<file path="src/rtl/row_clear_unit.sv">
// Line-clear engine: checks the four rows under a landed piece, then compacts the
// board RAM bottom-up in place, zero-fills the vacated top rows and pulses clear_done.
module row_clear_unit #(
    parameter int ROWS = 16,
    parameter int COLS = 10,
    parameter int AW   = 4
) (
    input  logic            clka,
    input  logic            restart,
    input  logic            start_clear,
    input  logic [AW-1:0]   land_row,
    output logic            busy,
    output logic            clear_done,
    output logic [3:0]      which_row,
    output logic [2:0]      lines_cleared,
    output logic [AW-1:0]   rd_addr,
    input  logic [COLS-1:0] rd_data,
    output logic            wr_en,
    output logic [AW-1:0]   wr_addr,
    output logic [COLS-1:0] wr_data
);

    typedef enum logic [2:0] {
        IDLE    = 3'd0,
        CHECK   = 3'd1,
        COMPACT = 3'd2,
        FILL    = 3'd3,
        DONE    = 3'd4
    } state_t;

    localparam logic [AW:0] LAST_ROW = (AW+1)'(ROWS - 1);

    state_t          state, state_nxt;
    logic [AW-1:0]   base;
    logic [2:0]      cnt;
    logic [3:0]      mask, mask_upd;
    logic [AW:0]     src, dst;
    logic [3:0]      which_q;
    logic [2:0]      lines_q;

    logic [AW:0]     base_ext, chk_addr, win_top, top_row;
    logic            chk_in_range, row_full, src_in_win, src_skip;
    logic [1:0]      src_idx;
    logic [2:0]      lines_nxt;

    // Addresses carry one extra bit so window rows past the board bottom stay distinguishable.
    assign base_ext     = {1'b0, base};
    assign chk_addr     = base_ext + {{(AW-1){1'b0}}, cnt[2:1]};
    assign chk_in_range = (chk_addr <= LAST_ROW);
    assign row_full     = (rd_data == {COLS{1'b1}});
    assign win_top      = base_ext + (AW+1)'(3);
    assign top_row      = (win_top > LAST_ROW) ? LAST_ROW : win_top;
    assign src_in_win   = (src >= base_ext) && (src <= win_top);
    assign src_idx      = 2'(src - base_ext);
    assign src_skip     = src_in_win && mask[src_idx];

    always_comb begin
        mask_upd = mask;
        if (cnt[0]) begin
            mask_upd[cnt[2:1]] = chk_in_range && row_full;
        end
    end

    assign lines_nxt = {2'b00, mask_upd[0]} + {2'b00, mask_upd[1]}
                     + {2'b00, mask_upd[2]} + {2'b00, mask_upd[3]};

    always_ff @(posedge clka) begin
        if (restart) begin
            state <= IDLE;
        end else begin
            state <= state_nxt;
        end
    end

    always_comb begin
        state_nxt  = state;
        busy       = (state != IDLE);
        clear_done = 1'b0;
        rd_addr    = '0;
        wr_en      = 1'b0;
        wr_addr    = '0;
        wr_data    = '0;
        case (state)
            IDLE: begin
                if (start_clear) state_nxt = CHECK;
            end
            CHECK: begin
                if (!cnt[0] && chk_in_range) rd_addr = chk_addr[AW-1:0];
                if (cnt == 3'd7) state_nxt = (mask_upd == 4'd0) ? DONE : COMPACT;
            end
            COMPACT: begin
                if (src_skip) begin
                    if (src == '0) state_nxt = FILL;
                end else if (!cnt[0]) begin
                    rd_addr = src[AW-1:0];
                end else begin
                    wr_en   = 1'b1;
                    wr_addr = dst[AW-1:0];
                    wr_data = rd_data;
                    if (src == '0) state_nxt = FILL;
                end
            end
            FILL: begin
                wr_en   = 1'b1;
                wr_addr = dst[AW-1:0];
                if (dst == '0) state_nxt = DONE;
            end
            DONE: begin
                clear_done = 1'b1;
                state_nxt  = IDLE;
            end
            default: state_nxt = IDLE;
        endcase
    end

    always_ff @(posedge clka) begin
        if (restart) begin
            base    <= '0;
            cnt     <= '0;
            mask    <= '0;
            src     <= '0;
            dst     <= '0;
            which_q <= '0;
            lines_q <= '0;
        end else begin
            case (state)
                IDLE: begin
                    if (start_clear) begin
                        base    <= land_row;
                        cnt     <= '0;
                        mask    <= '0;
                        which_q <= '0;
                        lines_q <= '0;
                    end
                end
                CHECK: begin
                    cnt  <= cnt + 3'd1;
                    mask <= mask_upd;
                    if (cnt == 3'd7) begin
                        which_q <= mask_upd;
                        lines_q <= lines_nxt;
                        src     <= top_row;
                        dst     <= top_row;
                        cnt     <= '0;
                    end
                end
                COMPACT: begin
                    if (src_skip) begin
                        src <= src - 1'b1;
                    end else if (!cnt[0]) begin
                        cnt <= 3'd1;
                    end else begin
                        cnt <= '0;
                        src <= src - 1'b1;
                        dst <= dst - 1'b1;
                    end
                end
                FILL: begin
                    dst <= dst - 1'b1;
                end
                default: ;
            endcase
        end
    end

    assign which_row     = which_q;
    assign lines_cleared = lines_q;

endmodule

</file>
<file path="config.mk">
export PLATFORM = sky130hd
export DESIGN_NAME = row_clear_unit
export DESIGN_NICKNAME = d
export VERILOG_FILES = /design/src/rtl/row_clear_unit.sv
export SDC_FILE = /design/constraint.sdc
export NUM_CORES = 1
export LEC_CHECK = 0
export ABC_CLOCK_PERIOD_IN_PS = 5100
export CAP_MARGIN = 5
export CORE_ASPECT_RATIO = 1.2
export CORE_MARGIN = 2
export CORE_UTILIZATION = 29
export CTS_BUF_LIST = sky130_fd_sc_hd__clkbuf_16
export DETAILED_ROUTE_END_ITERATION = 16
export GPL_ROUTABILITY_DRIVEN = 0
export MAX_ROUTING_LAYER = met4
export PLACE_DENSITY = 0.48
export SYNTH_ARGS = -nofsm -noshare
export SYNTH_HDL_FRONTEND = slang
export SYNTH_SLANG_ARGS = --single-unit
</file>
<file path="constraint.sdc">
create_clock -name clka -period 5.1 [get_ports clka]
set_clock_uncertainty 0.2 [all_clocks]
set_input_delay 1.02 -clock clka [delete_from_list [all_inputs] [get_ports clka]]
set_output_delay 1.02 -clock clka [all_outputs]
set_load 0.01 [all_outputs]
</file>
==> qor.csv, run 1 <==
metric,value,unit
diode count,0,
largest family of logic cells by synthesized area,simple AND/OR/NAND/NOR gates,
setup violators final,0,
number of max-cap violations,0,
pin count of the biggest net entering global routing,26,
CP Data Required Time,3.88,ns
Synth Instances,290,
"Seq/Total Area, Yosys",27.4,%
vias in the first global route,2160,
#FFs+latches synth,31,
Yosys cell types,50,
first-pass GRT wire length,10.9,mm
pre-CTS setup slack,0.616,ns
critical path type,reg -> out,
status,"complete, no violations",
Total Routing Usage GR,16.4,%
Layout Area Growth over Synthesis,29.4,%
Fmax,0.208,GHz
Max H-tree Level,2,
YS warnings,0,
adder-cell share of the synthesized area,13.4,%
RSZ-0062 raised after global routing,no,
FP Rows,35,
drt wl/cell,15.4,µm
CTS Sinks,31,
Synth async-reset ratio,0,%
Period minus WS final,4.81,ns
Leak,1.13,nW
CP Launch Type,flip-flop,
Initial Utilization,29.7,%
main flop type after synthesis,dfxtp_1,
post-synthesis cell area,2260,µm²
Post-Layout Cell Count,423,
DR DRC count,0,
DRT Pass-1 Iters,4,
PwrDens,221,nW/µm²
final net count,371,
clk buf depth,2,
share of layout cells above drive strength 1,5.44,%
final hold violations,0,
core region area,7620,µm²
portion of netlist area occupied by mux cells,2.77,%
Root Driver,clkbuf_16,
CTS tree,done,
Crit Path Max Fanout,6,
postcts setup bufs,0,
die area,8530,µm²
Vias/cell,5.28,
die height,101,µm
highest ir drop seen on vdd,0.119,mV
post-cts sizing count,0,
global route overflow,0,
DRT Wirelength,6.52,mm
setup_tns,0,ns
Post-Synth Simple-Gate Area,27.2,%
area fraction in compound gates after synthesis,21.8,%
register clock-pin slew on the reported worst setup and hold paths,0.05,ns
HPWL Detailed,5.03,mm
number of enable flip-flop cells after synthesis,0,
Worst-Skew Late Latency,0.28,ns
initial antenna violation count,0,
initial drt markers,88,
"Worst Setup Slack, final",0.286,ns
HP Class,reg -> reg,
Die Wd,84.6,µm
"commonest non-fill, non-tap cell in the layout",clkdlybuf4s50_1,
Detail Route Antenna Nets,0,
vias,2234,
Worst Max-Slew Pin Slew,0.842,ns
IO buf count,44,
fin crit share,94.4,%
Max-slew headroom,42.4,%
"Arr. time, crit path",3.59,ns
most frequent cells in the layout,"44 x clkdlybuf4s50_1, 31 x nor2_1, 31 x dfxtp_1, 28 x nand2_1, 24 x a21oi_1",
xor/xnor share of the synthesized area,2.32,%
CP Capture Type,output port,
Final Max Slew Viols,0,
number of top-level pins,45,
Cells after DPL,416,
CTS Hold Bufs,0,
CTS Buf Count,5,
Syn Area/Cell,7.80,µm²
Synth Net Count,330,
==> state kept, by name, indices dropped and copies added (netlist names) <==
register and flops:
base 4, cnt 3, dst 5, lines_cleared 3, mask 4, src 5
state 3, which_row 4
==> report_power, final <==
group | total [mW] | switching (mW) | leakage, nW | internal (mW)
registers | 0.262 | 0.0137 | 0.251 | 0.248
logic | 0.102 | 0.0553 | 0.815 | 0.0467
clock network | 0.282 | 0.107 | 0.0671 | 0.175
total | 0.646 | 0.176 | 1.13 | 0.470
==> final cells by class <==
type	instances	area [µm²]
repair buffers	48	470
well taps	92	115
clock buffers	5	125
flip-flops and latches	31	621
fillers	830	4690
clock inverters	2	8.76
multi-input cells	229	1530
inverters	16	60.1
==> critical path, stage by stage, from the launching register on <==
cell and delay (ns):
dfxtp_1 0.42, inv_1 0.11, ha_1 0.26, or2_2 0.30, ha_1 0.32, nand4_1 0.12, o221ai_1 0.26, a211oi_2 0.12
buf_4 0.17, nor3_1 0.46, a22o_1 0.24, clkdlybuf4s50_1 0.53
==> cell families (layout without fill, tap and decap cells) <==
logic type      count (synthesis)  count (layout)
mux                             6               6
simple gates                  122             122
buf+inv                        30              71
xor+xnor                        6               6
fa+ha+maj                      23              23
compound gates                 72              72
flops                          31              31
==> worst paths after layout <==
check	start	to	slack, ns	cells after the start
max	base[0]	rd_addr[2]	0.29	11
min	lines_cleared[2]	lines_cleared[2]	0.25	2
max reg2reg	cnt[1]	lines_cleared[1]	1.68	12
min reg2reg	lines_cleared[2]	lines_cleared[2]	0.25	2
==> synth_stat cells, drive strengths merged (2+ instances only) <==
cell type   n  area share (%)
fa          2             1.8
nor2b       4             1.1
nand2b      5             1.4
o21ai       8             1.8
a2111oi     3             1.2
o21a        2            0.66
and3        2            0.55
nor3       11             2.4
or4         3             1.0
a22o        5             1.9
mux2        2             1.0
xnor2       3             1.2
nand4       7             1.9
nand3b      2            0.66
o32ai       3             1.5
nor4        3            0.83
or2         3            0.83
a31oi       3            0.83
a211oi      4             1.5
clkbuf     13             2.2
ha         21              12
o21bai      2            0.66
a22oi       6             2.0
and2       11             3.0
dfxtp      31              27
inv        16             2.7
nand2      28             4.6
nor3b       5             1.7
a21oi      24             5.3
or3         5             1.4
xor2        3             1.2
mux2i       4             1.8
nor2       31             5.1
==> per-layer routing <==
layer	wire [µm]	vias to the layer above	global-route usage, %
met5	0	-	-
met4	239	0	7.20
met3	221	17	2.54
met2	3220	48	26.8
met1	2830	1036	20.0
li1	-	1133	-
==> stage by stage <==
stage | utilization (%) | power, mW | cell area [µm²] | hold WS, ns
floorplan | - | 0.330 | 2260 | 0.241
detailed placement | 36.7 | 0.370 | 2790 | 0.248
global placement | 36.7 | 0.370 | 2790 | 0.244
global route | 38.4 | 0.675 | 2930 | 0.266
CTS | 38.4 | 0.655 | 2930 | 0.255
finish | 38.4 | 0.646 | 2930 | 0.253
Power figures use the tool's default switching activity.
==> inputs of run 2 (changes only) <==
Settings changed: CORE_UTILIZATION 29 to 54, PLACE_DENSITY 0.48 to 0.81.
==> qor.csv, run 2 (synthesis results as in run 1) <==
metric,value,unit,change
status,"complete, no violations",,
CTS Sinks,31,,unchanged
most frequent cells in the layout,"44 x clkdlybuf4s50_1, 31 x nor2_1, 31 x dfxtp_1, 28 x nand2_1, 24 x a21oi_1",,
first-pass GRT wire length,9.89,mm,-9.6%
Die Wd,63.1,µm,-25%
Root Driver,clkbuf_16,,
final hold violations,0,,unchanged
Layout Area Growth over Synthesis,30.3,%,
Final Max Slew Viols,0,,unchanged
Final Power,755,µW,+17%
fin crit share,95.3,%,+0.93 points
r2r startpoint,cnt[1],,
CP Capture Type,output port,,
Reg2Reg Setup Slack,1.20,ns,-0.48 ns
initial antenna violation count,0,,unchanged
critical path type,reg -> out,,
Worst-Skew Late Latency,0.28,ns,about the same
vias,2280,,+2.1%
Period minus WS final,4.86,ns,+0.0476 ns
Setup crit start,base[0],,
DR DRC count,0,,unchanged
fill count,319,,-62%
number of top-level pins,45,,unchanged
WHS,0.252,ns,-0.000681 ns
Max H-tree Level,2,,unchanged
pin count of the biggest net entering global routing,36,,+38%
Vias/cell,5.92,,+12%
RSZ-0062 raised after global routing,no,,
share of layout cells above drive strength 1,6.34,%,+0.91 points
Max-slew headroom,43.1,%,+0.74 points
Crit Path Max Fanout,11,,+5
IO buf count,44,,unchanged
"commonest non-fill, non-tap cell in the layout",clkdlybuf4s50_1,,
CP Data Required Time,3.88,ns,about the same
CTS Buf Count,5,,unchanged
drt wl/cell,16.1,µm,+4.6%
initial drt markers,169,,+92%
Detail Route Antenna Nets,0,,unchanged
vias in the first global route,2053,,-5.0%
final net count,370,,-0.27%
CP Launch Type,flip-flop,,
diode count,0,,unchanged
Initial Utilization,56.9,%,+27 points
die area,4730,µm²,-45%
Fmax,0.206,GHz,-0.98%
clk buf depth,2,,unchanged
global route overflow,0,,unchanged
core region area,3970,µm²,-48%
HP Class,reg -> reg,,
register clock-pin slew on the reported worst setup and hold paths,0.05,ns,about the same
CTS tree,done,,
DRT Pass-1 Iters,4,,unchanged
FP Rows,25,,-29%
Leak,1.15,nW,+1.7%
critical path capture point,wr_addr[2],,
Total Routing Usage GR,27.7,%,+11 points
Worst R2R Path Depth,11,,-1
CTS Hold Bufs,0,,unchanged
largest registers,"dst: 5 flops, src: 5 flops",,
DRT Wirelength,6.21,mm,-4.8%
HPWL Detailed,4.37,mm,-13%
"Arr. time, crit path",3.64,ns,+0.05 ns
highest ir drop seen on vdd,0.166,mV,+40%
Final Core Density,74.2,%,+36 points
die height,74.9,µm,-26%
Worst Max-Slew Pin Slew,0.845,ns,+0.00289 ns
PwrDens,256,nW/µm²,+16%
setup violators final,0,,unchanged
setup_tns,0,ns,unchanged
number of max-cap violations,0,,unchanged
worst r2r dst,lines_cleared[1],,
## run 2: cell count changes in the layout (fill, tap and decap cells not counted), sizes merged
cell	before	now
clkinvlp	0	1
clkinv	2	0
bufinv	0	2
buf	4	3
## run 2: worst min-delay path by stage
stage | startpoint | to | cells past startpoint
3_5_place_dp | lines_cleared[2] | lines_cleared[2] | 2
4_1_cts | lines_cleared[2] | lines_cleared[2] | 2
5_1_grt | lines_cleared[2] | lines_cleared[2] | 2
2_1_floorplan | dst[1] | dst[1] | 2
6_report | lines_cleared[2] | lines_cleared[2] | 2
3_3_place_gp | lines_cleared[0] | lines_cleared[0] | 2
## run 2: area by class of cell
class / count / area [µm²] / area share, %
Multi-Input combinational cell: 229 / 1540 / 52.4
Sequential cell: 31 / 621 / 21.1
Timing Repair Buffer: 47 / 463 / 15.7
Clock buffer: 5 / 125 / 4.24
Clock inverter: 3 / 67.6 / 2.29
Tap cell: 54 / 67.6 / 2.29
Inverter: 16 / 60.1 / 2.04
## run 2: metrics by stage
step	area [µm²]	std cells	setup slack, ns
after floorplan	2260	290	1.28
after global placement	2740	377	0.307
after detailed placement	2740	377	0.149
after CTS	2940	385	0.0703
after global routing	2950	385	0.0806
final	2950	385	0.238
## run 2: power by group
group          internal, mW  switching, mW
Clock                 0.280          0.112
Combinational        0.0475         0.0554
Sequential            0.248         0.0128
Total                 0.575          0.180
## run 2: worst max-delay path, cell delays in order, from the launching register on
cell,delay (ns)
dfxtp_1,0.42
inv_1,0.11
ha_1,0.27
or2_2,0.32
ha_1,0.32
nand4_1,0.13
or2_2,0.32
a211oi_2,0.35
nor3b_4,0.13
a21oi_1,0.39
nor2b_1,0.09
clkdlybuf4s50_1,0.51
## run 2: timing repair
item / CTS / global route
resized for setup: 1 / 2
endpoints found under the setup margin: 5 / 8
buffers inserted: 0 / 0
## run 2: metal layers
metal | vias up | wire length [µm] | share of wire, % | global-route usage, %
li1 | 1126 | - | - | -
met1 | 1087 | 2670 | 43 | 33.1
met2 | 58 | 3180 | 51 | 48.1
met3 | 9 | 252 | 4.1 | 4.04
met4 | 0 | 99 | 1.6 | 9.63
met5 | - | 0 | 0 | -
